==> config.mk <==
export PLATFORM = sky130hd
export DESIGN_NAME = pipelined_control_unit
export DESIGN_NICKNAME = d
export VERILOG_FILES = /design/src/rtl/cu_pkg.sv /design/src/rtl/control_decoder.sv /design/src/rtl/pipelined_control_unit.sv
export SDC_FILE = /design/constraint.sdc
export NUM_CORES = 1
export LEC_CHECK = 0
export ABC_AREA = 0
export CORE_MARGIN = 2
export CORE_UTILIZATION = 40
export CTS_CLUSTER_DIAMETER = 60
export DETAILED_ROUTE_END_ITERATION = 6
export GPL_TIMING_DRIVEN = 1
export PLACE_DENSITY = 0.86
export SLEW_MARGIN = 15
export SYNTH_ARGS = -nofsm -noshare
export SYNTH_HDL_FRONTEND = slang
export SYNTH_SLANG_ARGS = --single-unit
==> constraint.sdc <==
create_clock -name CLK -period 2.6 [get_ports CLK]
set_input_delay 0.26 -clock CLK [delete_from_list [all_inputs] [get_ports CLK]]
set_output_delay 0.26 -clock CLK [all_outputs]
set_load 0.02 [all_outputs]
==> src/rtl/cu_pkg.sv <==
// rtl/cu_pkg.sv - shared opcode, funct7, selector encodings, control bundle and FSM state for the control unit
package cu_pkg;

    localparam logic [6:0] OPC_LUI    = 7'b0110111;
    localparam logic [6:0] OPC_AUIPC  = 7'b0010111;
    localparam logic [6:0] OPC_JAL    = 7'b1101111;
    localparam logic [6:0] OPC_JALR   = 7'b1100111;
    localparam logic [6:0] OPC_BRANCH = 7'b1100011;
    localparam logic [6:0] OPC_LOAD   = 7'b0000011;
    localparam logic [6:0] OPC_STORE  = 7'b0100011;
    localparam logic [6:0] OPC_OP_IMM = 7'b0010011;
    localparam logic [6:0] OPC_OP     = 7'b0110011;

    localparam logic [6:0] F7_BASE    = 7'b0000000;
    localparam logic [6:0] F7_ALT     = 7'b0100000;
    localparam logic [6:0] F7_MULDIV  = 7'b0000001;

    localparam logic [2:0] IMM_U = 3'b000;
    localparam logic [2:0] IMM_J = 3'b001;
    localparam logic [2:0] IMM_I = 3'b010;
    localparam logic [2:0] IMM_B = 3'b011;
    localparam logic [2:0] IMM_S = 3'b100;

    localparam logic [1:0] RWS_PC4 = 2'b00;
    localparam logic [1:0] RWS_MEM = 2'b01;
    localparam logic [1:0] RWS_ALU = 2'b10;

    typedef enum logic {
        IDLE     = 1'b0,
        MDU_WAIT = 1'b1
    } cu_state_t;

    typedef struct packed {
        logic [4:0] alu_sel;
        logic [2:0] immediate_sel;
        logic       operand1_sel;
        logic       operand2_sel;
        logic [3:0] branch_sel;
        logic [3:0] mem_read;
        logic [2:0] mem_write;
        logic [1:0] reg_write_sel;
        logic       reg_write_en;
        logic       illegal;
    } ctrl_t;

    // Bubble / reset bundle: nothing written, nothing accessed, ALU result path selected.
    localparam ctrl_t CTRL_BUBBLE = '{
        alu_sel:       5'd0,
        immediate_sel: 3'd0,
        operand1_sel:  1'b0,
        operand2_sel:  1'b0,
        branch_sel:    4'd0,
        mem_read:      4'd0,
        mem_write:     3'd0,
        reg_write_sel: RWS_ALU,
        reg_write_en:  1'b0,
        illegal:       1'b0
    };

endpackage

==> src/rtl/control_decoder.sv <==
// rtl/control_decoder.sv - combinational RV32I(+M) instruction to control bundle decode
// Ports: opcode/funct3/funct7 in (instruction fields); ctrl out (decoded bundle);
//        mdu_op out (instruction is a multiply/divide op that must be sequenced).
// Build option: RV32M_EN defined decodes RV32M, undefined treats RV32M as illegal.
module control_decoder
    import cu_pkg::*;
(
    input  logic [6:0] opcode,
    input  logic [2:0] funct3,
    input  logic [6:0] funct7,
    output ctrl_t      ctrl,
    output logic       mdu_op
);

    logic is_lui, is_auipc, is_jal, is_jalr, is_branch;
    logic is_load, is_store, is_op_imm, is_op, is_m;
    logic known, m_bad, bad;

    assign is_lui    = (opcode == OPC_LUI);
    assign is_auipc  = (opcode == OPC_AUIPC);
    assign is_jal    = (opcode == OPC_JAL);
    assign is_jalr   = (opcode == OPC_JALR);
    assign is_branch = (opcode == OPC_BRANCH);
    assign is_load   = (opcode == OPC_LOAD);
    assign is_store  = (opcode == OPC_STORE);
    assign is_op_imm = (opcode == OPC_OP_IMM);
    assign is_op     = (opcode == OPC_OP);
    assign is_m      = is_op && (funct7 == F7_MULDIV);

    assign known = is_lui | is_auipc | is_jal | is_jalr | is_branch |
                   is_load | is_store | is_op_imm | is_op;

`ifdef RV32M_EN
    assign mdu_op = is_m;
    assign m_bad  = 1'b0;
`else
    assign mdu_op = 1'b0;
    assign m_bad  = is_m;
`endif

    assign bad = ~known | m_bad;

    always_comb begin
        ctrl = CTRL_BUBBLE;

        if (is_lui | is_auipc | is_jal | is_branch | is_load | is_store)
            ctrl.alu_sel[2:0] = 3'b000;
        else if (is_jalr)
            ctrl.alu_sel[2:0] = 3'b001;
        else
            ctrl.alu_sel[2:0] = funct3;
        ctrl.alu_sel[3] = is_lui | mdu_op;
        // SUB/SRA and SRAI are the funct7=0100000 variants of ADD/SRL/SRLI.
        ctrl.alu_sel[4] = is_lui | is_jalr |
                          (is_op && funct7 == F7_ALT && (funct3 == 3'b000 || funct3 == 3'b101)) |
                          (is_op_imm && funct7 == F7_ALT && funct3 == 3'b101);

        if (is_jal)
            ctrl.immediate_sel = IMM_J;
        else if (is_op_imm | is_jalr | is_load)
            ctrl.immediate_sel = IMM_I;
        else if (is_branch)
            ctrl.immediate_sel = IMM_B;
        else if (is_store)
            ctrl.immediate_sel = IMM_S;
        else
            ctrl.immediate_sel = IMM_U;

        ctrl.operand1_sel = is_auipc | is_jal | is_branch;
        ctrl.operand2_sel = ~is_op;

        if (is_jal | is_jalr)
            ctrl.branch_sel = 4'b1010;
        else
            ctrl.branch_sel = {is_branch, funct3};
        ctrl.mem_read  = {is_load, funct3};
        ctrl.mem_write = {is_store, funct3[1:0]};

        if (is_jal | is_jalr)
            ctrl.reg_write_sel = RWS_PC4;
        else if (is_load)
            ctrl.reg_write_sel = RWS_MEM;
        else
            ctrl.reg_write_sel = RWS_ALU;
        ctrl.reg_write_en = ~(is_branch | is_store);

        // An illegal encoding must never write, access memory or redirect.
        if (bad) begin
            ctrl.reg_write_en  = 1'b0;
            ctrl.mem_read[3]   = 1'b0;
            ctrl.mem_write[2]  = 1'b0;
            ctrl.branch_sel[3] = 1'b0;
        end
        ctrl.illegal = bad;
    end

endmodule

==> src/rtl/pipelined_control_unit.sv <==
// rtl/pipelined_control_unit.sv - registered decode stage with fetch handshake, stall/flush and MDU sequencing
// Ports: CLK, RESET (sync, active-high); Instruction/in_valid/in_ready fetch handshake;
//        stall, flush pipeline controls; out_valid plus registered control bundle
//        (ALU_sel, immediate_sel, operand1_sel, operand2_sel, branch_sel, mem_read,
//        mem_write, reg_write_sel, reg_write_EN, illegal); mdu_busy.
// Build option: RV32M_EN enables RV32M decode and the MDU_WAIT state/counter.
module pipelined_control_unit
    import cu_pkg::*;
#(
    parameter int MDU_LATENCY = 4,
    parameter int CNT_W       = 5
) (
    input  logic        CLK,
    input  logic        RESET,
    input  logic [31:0] Instruction,
    input  logic        in_valid,
    output logic        in_ready,
    input  logic        stall,
    input  logic        flush,
    output logic        out_valid,
    output logic [4:0]  ALU_sel,
    output logic [2:0]  immediate_sel,
    output logic        operand1_sel,
    output logic        operand2_sel,
    output logic [3:0]  branch_sel,
    output logic [3:0]  mem_read,
    output logic [2:0]  mem_write,
    output logic [1:0]  reg_write_sel,
    output logic        reg_write_EN,
    output logic        illegal,
    output logic        mdu_busy
);

    if (MDU_LATENCY < 1 || MDU_LATENCY > 32 || CNT_W < $clog2(MDU_LATENCY)) begin : g_bad_cfg
        $error("pipelined_control_unit: bad MDU_LATENCY/CNT_W");
    end

    ctrl_t dec, ctrl_q;
    logic  mdu_op, idle, accept;
    logic  unused_bits;

    control_decoder u_decoder (
        .opcode (Instruction[6:0]),
        .funct3 (Instruction[14:12]),
        .funct7 (Instruction[31:25]),
        .ctrl   (dec),
        .mdu_op (mdu_op)
    );

    assign unused_bits = ^{Instruction[24:15], Instruction[11:7], mdu_op};

    assign in_ready = ~stall & idle & ~RESET;
    assign accept   = in_valid & in_ready & ~flush;

`ifdef RV32M_EN
    cu_state_t        state;
    logic [CNT_W-1:0] mdu_cnt;

    // The counter runs even while stalled: the MDU makes progress independently
    // of downstream holds. Leaving on count 1 makes the exit coincide with 0.
    always_ff @(posedge CLK) begin
        if (RESET || flush) begin
            state   <= IDLE;
            mdu_cnt <= '0;
        end else if (state == MDU_WAIT) begin
            mdu_cnt <= mdu_cnt - 1'b1;
            if (mdu_cnt == CNT_W'(1))
                state <= IDLE;
        end else if (accept && mdu_op && MDU_LATENCY > 1) begin
            state   <= MDU_WAIT;
            mdu_cnt <= CNT_W'(MDU_LATENCY - 1);
        end
    end

    assign idle     = (state == IDLE);
    assign mdu_busy = (state == MDU_WAIT);
`else
    assign idle     = 1'b1;
    assign mdu_busy = 1'b0;
`endif

    always_ff @(posedge CLK) begin
        if (RESET || flush) begin
            out_valid <= 1'b0;
            ctrl_q    <= CTRL_BUBBLE;
        end else if (!stall) begin
            if (accept) begin
                out_valid <= 1'b1;
                ctrl_q    <= dec;
            end else begin
                out_valid <= 1'b0;
                ctrl_q    <= CTRL_BUBBLE;
            end
        end
    end

    assign ALU_sel       = ctrl_q.alu_sel;
    assign immediate_sel = ctrl_q.immediate_sel;
    assign operand1_sel  = ctrl_q.operand1_sel;
    assign operand2_sel  = ctrl_q.operand2_sel;
    assign branch_sel    = ctrl_q.branch_sel;
    assign mem_read      = ctrl_q.mem_read;
    assign mem_write     = ctrl_q.mem_write;
    assign reg_write_sel = ctrl_q.reg_write_sel;
    assign reg_write_EN  = ctrl_q.reg_write_en;
    assign illegal       = ctrl_q.illegal;

endmodule

==> impl_metrics.tcl <==
set metrics [dict create \
    avgSynthCellArea_um2 8.49 \
    gp_congestion 0.925 \
    cts_tree "built" \
    overflow 0 \
    synth-simple-area-share_pct 28.8 \
    synthArstFlopShare_pct 0 \
    grtUsageTotal_pct 18.3 \
    critPathMaxFanout 9 \
    first_pass_iters 4 \
    rsz0062_at_grt "no" \
    port_buffers 48 \
    grt_max_degree 21 \
    fin_tns_setup_ns 0 \
    antenna_found_initial 0 \
    drc_errors 0 \
    crit_path_end_kind "output port" \
    final.setup_skew_ns 0 \
    synth_edf_count 0 \
    fp.coreArea_um2 2710 \
    ys_ff_latch 24 \
    synth_top_family_by_area "simple AND/OR/NAND/NOR gates" \
    cts.path.max_buffers 2 \
    switching_share_pct 26.1 \
    synth-compound-area-share_pct 21.5 \
    maxCapViolations 0 \
    ys.flop_type "dfxtp_1" \
    maxSlewHeadroom_pct 64.6 \
    drt-vias-per-instance 5.78 \
    ff_latch_area_um2 480 \
    synthMuxAreaShare_pct 0 \
    layout.nets 216 \
    worstSkewPairLatency_ns 0.31 \
    synth-warning-count 0 \
    antenna_left 0 \
    syn2layout_area_growth_pct 44.2 \
    grt_first_pass_wirelength_mm 4.76 \
    seq_area_frac_synth_pct 42.5 \
    finalSetupViolations 0 \
    timing.final.ws_setup_ns 0.732 \
    holdWs_ns 0.447 \
    p_seq_share_pct 57.6 \
    vdd_drop_max_uv 294 \
    dp_hpwl_mm 2.42 \
    finalCriticalPeriod_ns 1.87 \
    hold_buffers 0 \
    wl_per_cell_um 14.6 \
    final_max_slew_viol_count 0 \
    cts_buffers 3 \
    min_path_type "register to register" \
    ys_top_cells_by_area "dfxtp_1, nand2_1, o21ai_0" \
    via_count 1203 \
    ios 65 \
    dieArea_um2 3270 \
    dp_slack_ns 0.477 \
    synth_top_area_share_pct 42.5 \
    clock-root-buffer "clkbuf_4" \
    fill_cells 252 \
    htree_levels 1 \
    pwr-share-comb_pct 17.3 \
    utilization_pct 60.1 \
    cts_setup_buffers 0 \
    chipWidth_um 57.1 \
    syn_nets 170 \
    diodes 0 \
    cts_num_sinks 24 \
    max_slew.worst_pin.slew_ns 0.526 \
    status "complete, no violations" \
    cp-start-kind "primary input" \
    syn_area_um2 1130 \
    critical_path_arrival_ns 1.61 \
    start_util_pct 41.7 \
    netlist_instances 133 \
    yosysUniqueCellTypes 44 \
    synthXorXnorAreaFrac_pct 0.775 \
    critPathRequiredTime_ns 2.34 \
    clockPowerShare_pct 25.0 \
    routed_wl_mm 3.04 \
    ctsResizeCount 0 \
    layout_common_cells "clkdlybuf4s50_1, nand2_1, dfxtp_1" \
    yosys.area.top_type "dfxtp_1" \
    crit_type "primary input to output port" \
    grt_pass1_vias 1107 \
    multi_input_area_um2 581 \
    drive_gt1_share_pct 7.34 \
    rows 19 \
    finalHoldViolations 0 \
    fmax_mhz 535 \
    powerDensity_nw_per_um2 399 \
    final_common_cell "clkdlybuf4s50_1" \
    clk_pin_slew_ns 0.12 \
    leakage_nw 0.621 \
    timing.final.crit_share_pct 71.8 \
    drtIter0Drc 45 \
    dieHeight_um 57.1 \
    synthAdderAreaFrac_pct 0 \
    p_switching_uw 170 \
    internal_power_uw 481 \
]
-- worst paths after layout --
kind / startpoint / endpoint / slack (ns) / depth (start not counted)
setup / recovery: stall / in_ready / 0.73 / 3
hold / removal: mem_read[2] / mem_read[2] / 0.45 / 2
setup reg to reg: branch_sel[0] / branch_sel[0] / 1.95 / 2
hold reg to reg: mem_read[2] / mem_read[2] / 0.45 / 2
-- worst max-delay path: stages --
cell             delay, ns
clkdlybuf4s50_1       0.58
nor2_1                0.16
clkdlybuf4s50_1       0.61
-- cell families (layout without fill, tap and decap cells) --
group / after synthesis / count (layout)
compound gates: 35 / 35
xor+xnor: 1 / 1
buf+inv: 13 / 57
flops: 24 / 24
other cells: 1 / 1
simple gates: 59 / 59
-- power groups by stage --
stage | clock network (mW) | registers, mW | logic (mW)
6_report | 0.163 | 0.375 | 0.113
4_1_cts | 0.164 | 0.375 | 0.111
2_1_floorplan | 0 | 0.389 | 0.0471
3_3_place_gp | 0 | 0.383 | 0.107
3_5_place_dp | 0 | 0.383 | 0.110
5_1_grt | 0.176 | 0.376 | 0.120
-- through the flow --
stage	total power [mW]	instance area, µm²	cells
3_5_place_dp	0.494	1610	205
2_1_floorplan	0.436	1130	133
5_1_grt	0.672	1630	208
3_3_place_gp	0.490	1610	205
6_report	0.650	1630	208
4_1_cts	0.650	1630	208
-- synthesized netlist by cell type (all sizes together), types with 2 or more instances --
cell	count
a21o	2
nand4	3
a211o	2
dfxtp	24
o31ai	2
nor3	3
nor4	3
o21ai	10
a21oi	5
a32o	2
buf	4
clkbuf	4
or3	3
nor2	7
inv	5
a22o	2
nand2	29
-- state kept, by name, summed over array words and instances (netlist names) --
register	count
ALU_sel	5
out_valid	1
operand2_sel	1
branch_sel	4
mem_read	4
reg_write_sel	2
mem_write	1
reg_write_EN	1
illegal	1
operand1_sel	1
immediate_sel	3
-- per-layer routing --
| layer | share of wire (%) | global-route usage (%) |
|---|---|---|
| met1 | 39 | 21.4 |
| met3 | 8.6 | 3.40 |
| met5 | 0 | 0 |
| met4 | 2.7 | 9.30 |
| met2 | 50 | 31.9 |
-- area by class of cell --
class | instances | area share, %
Clock buffer | 3 | 1.38
Inverter | 5 | 1.15
Multi-Input combinational cell | 96 | 35.6
Sequential cell | 24 | 29.5
Tap cell | 31 | 2.38
Timing Repair Buffer | 49 | 30.0
Note: power is estimated with default switching activity, not from simulation.
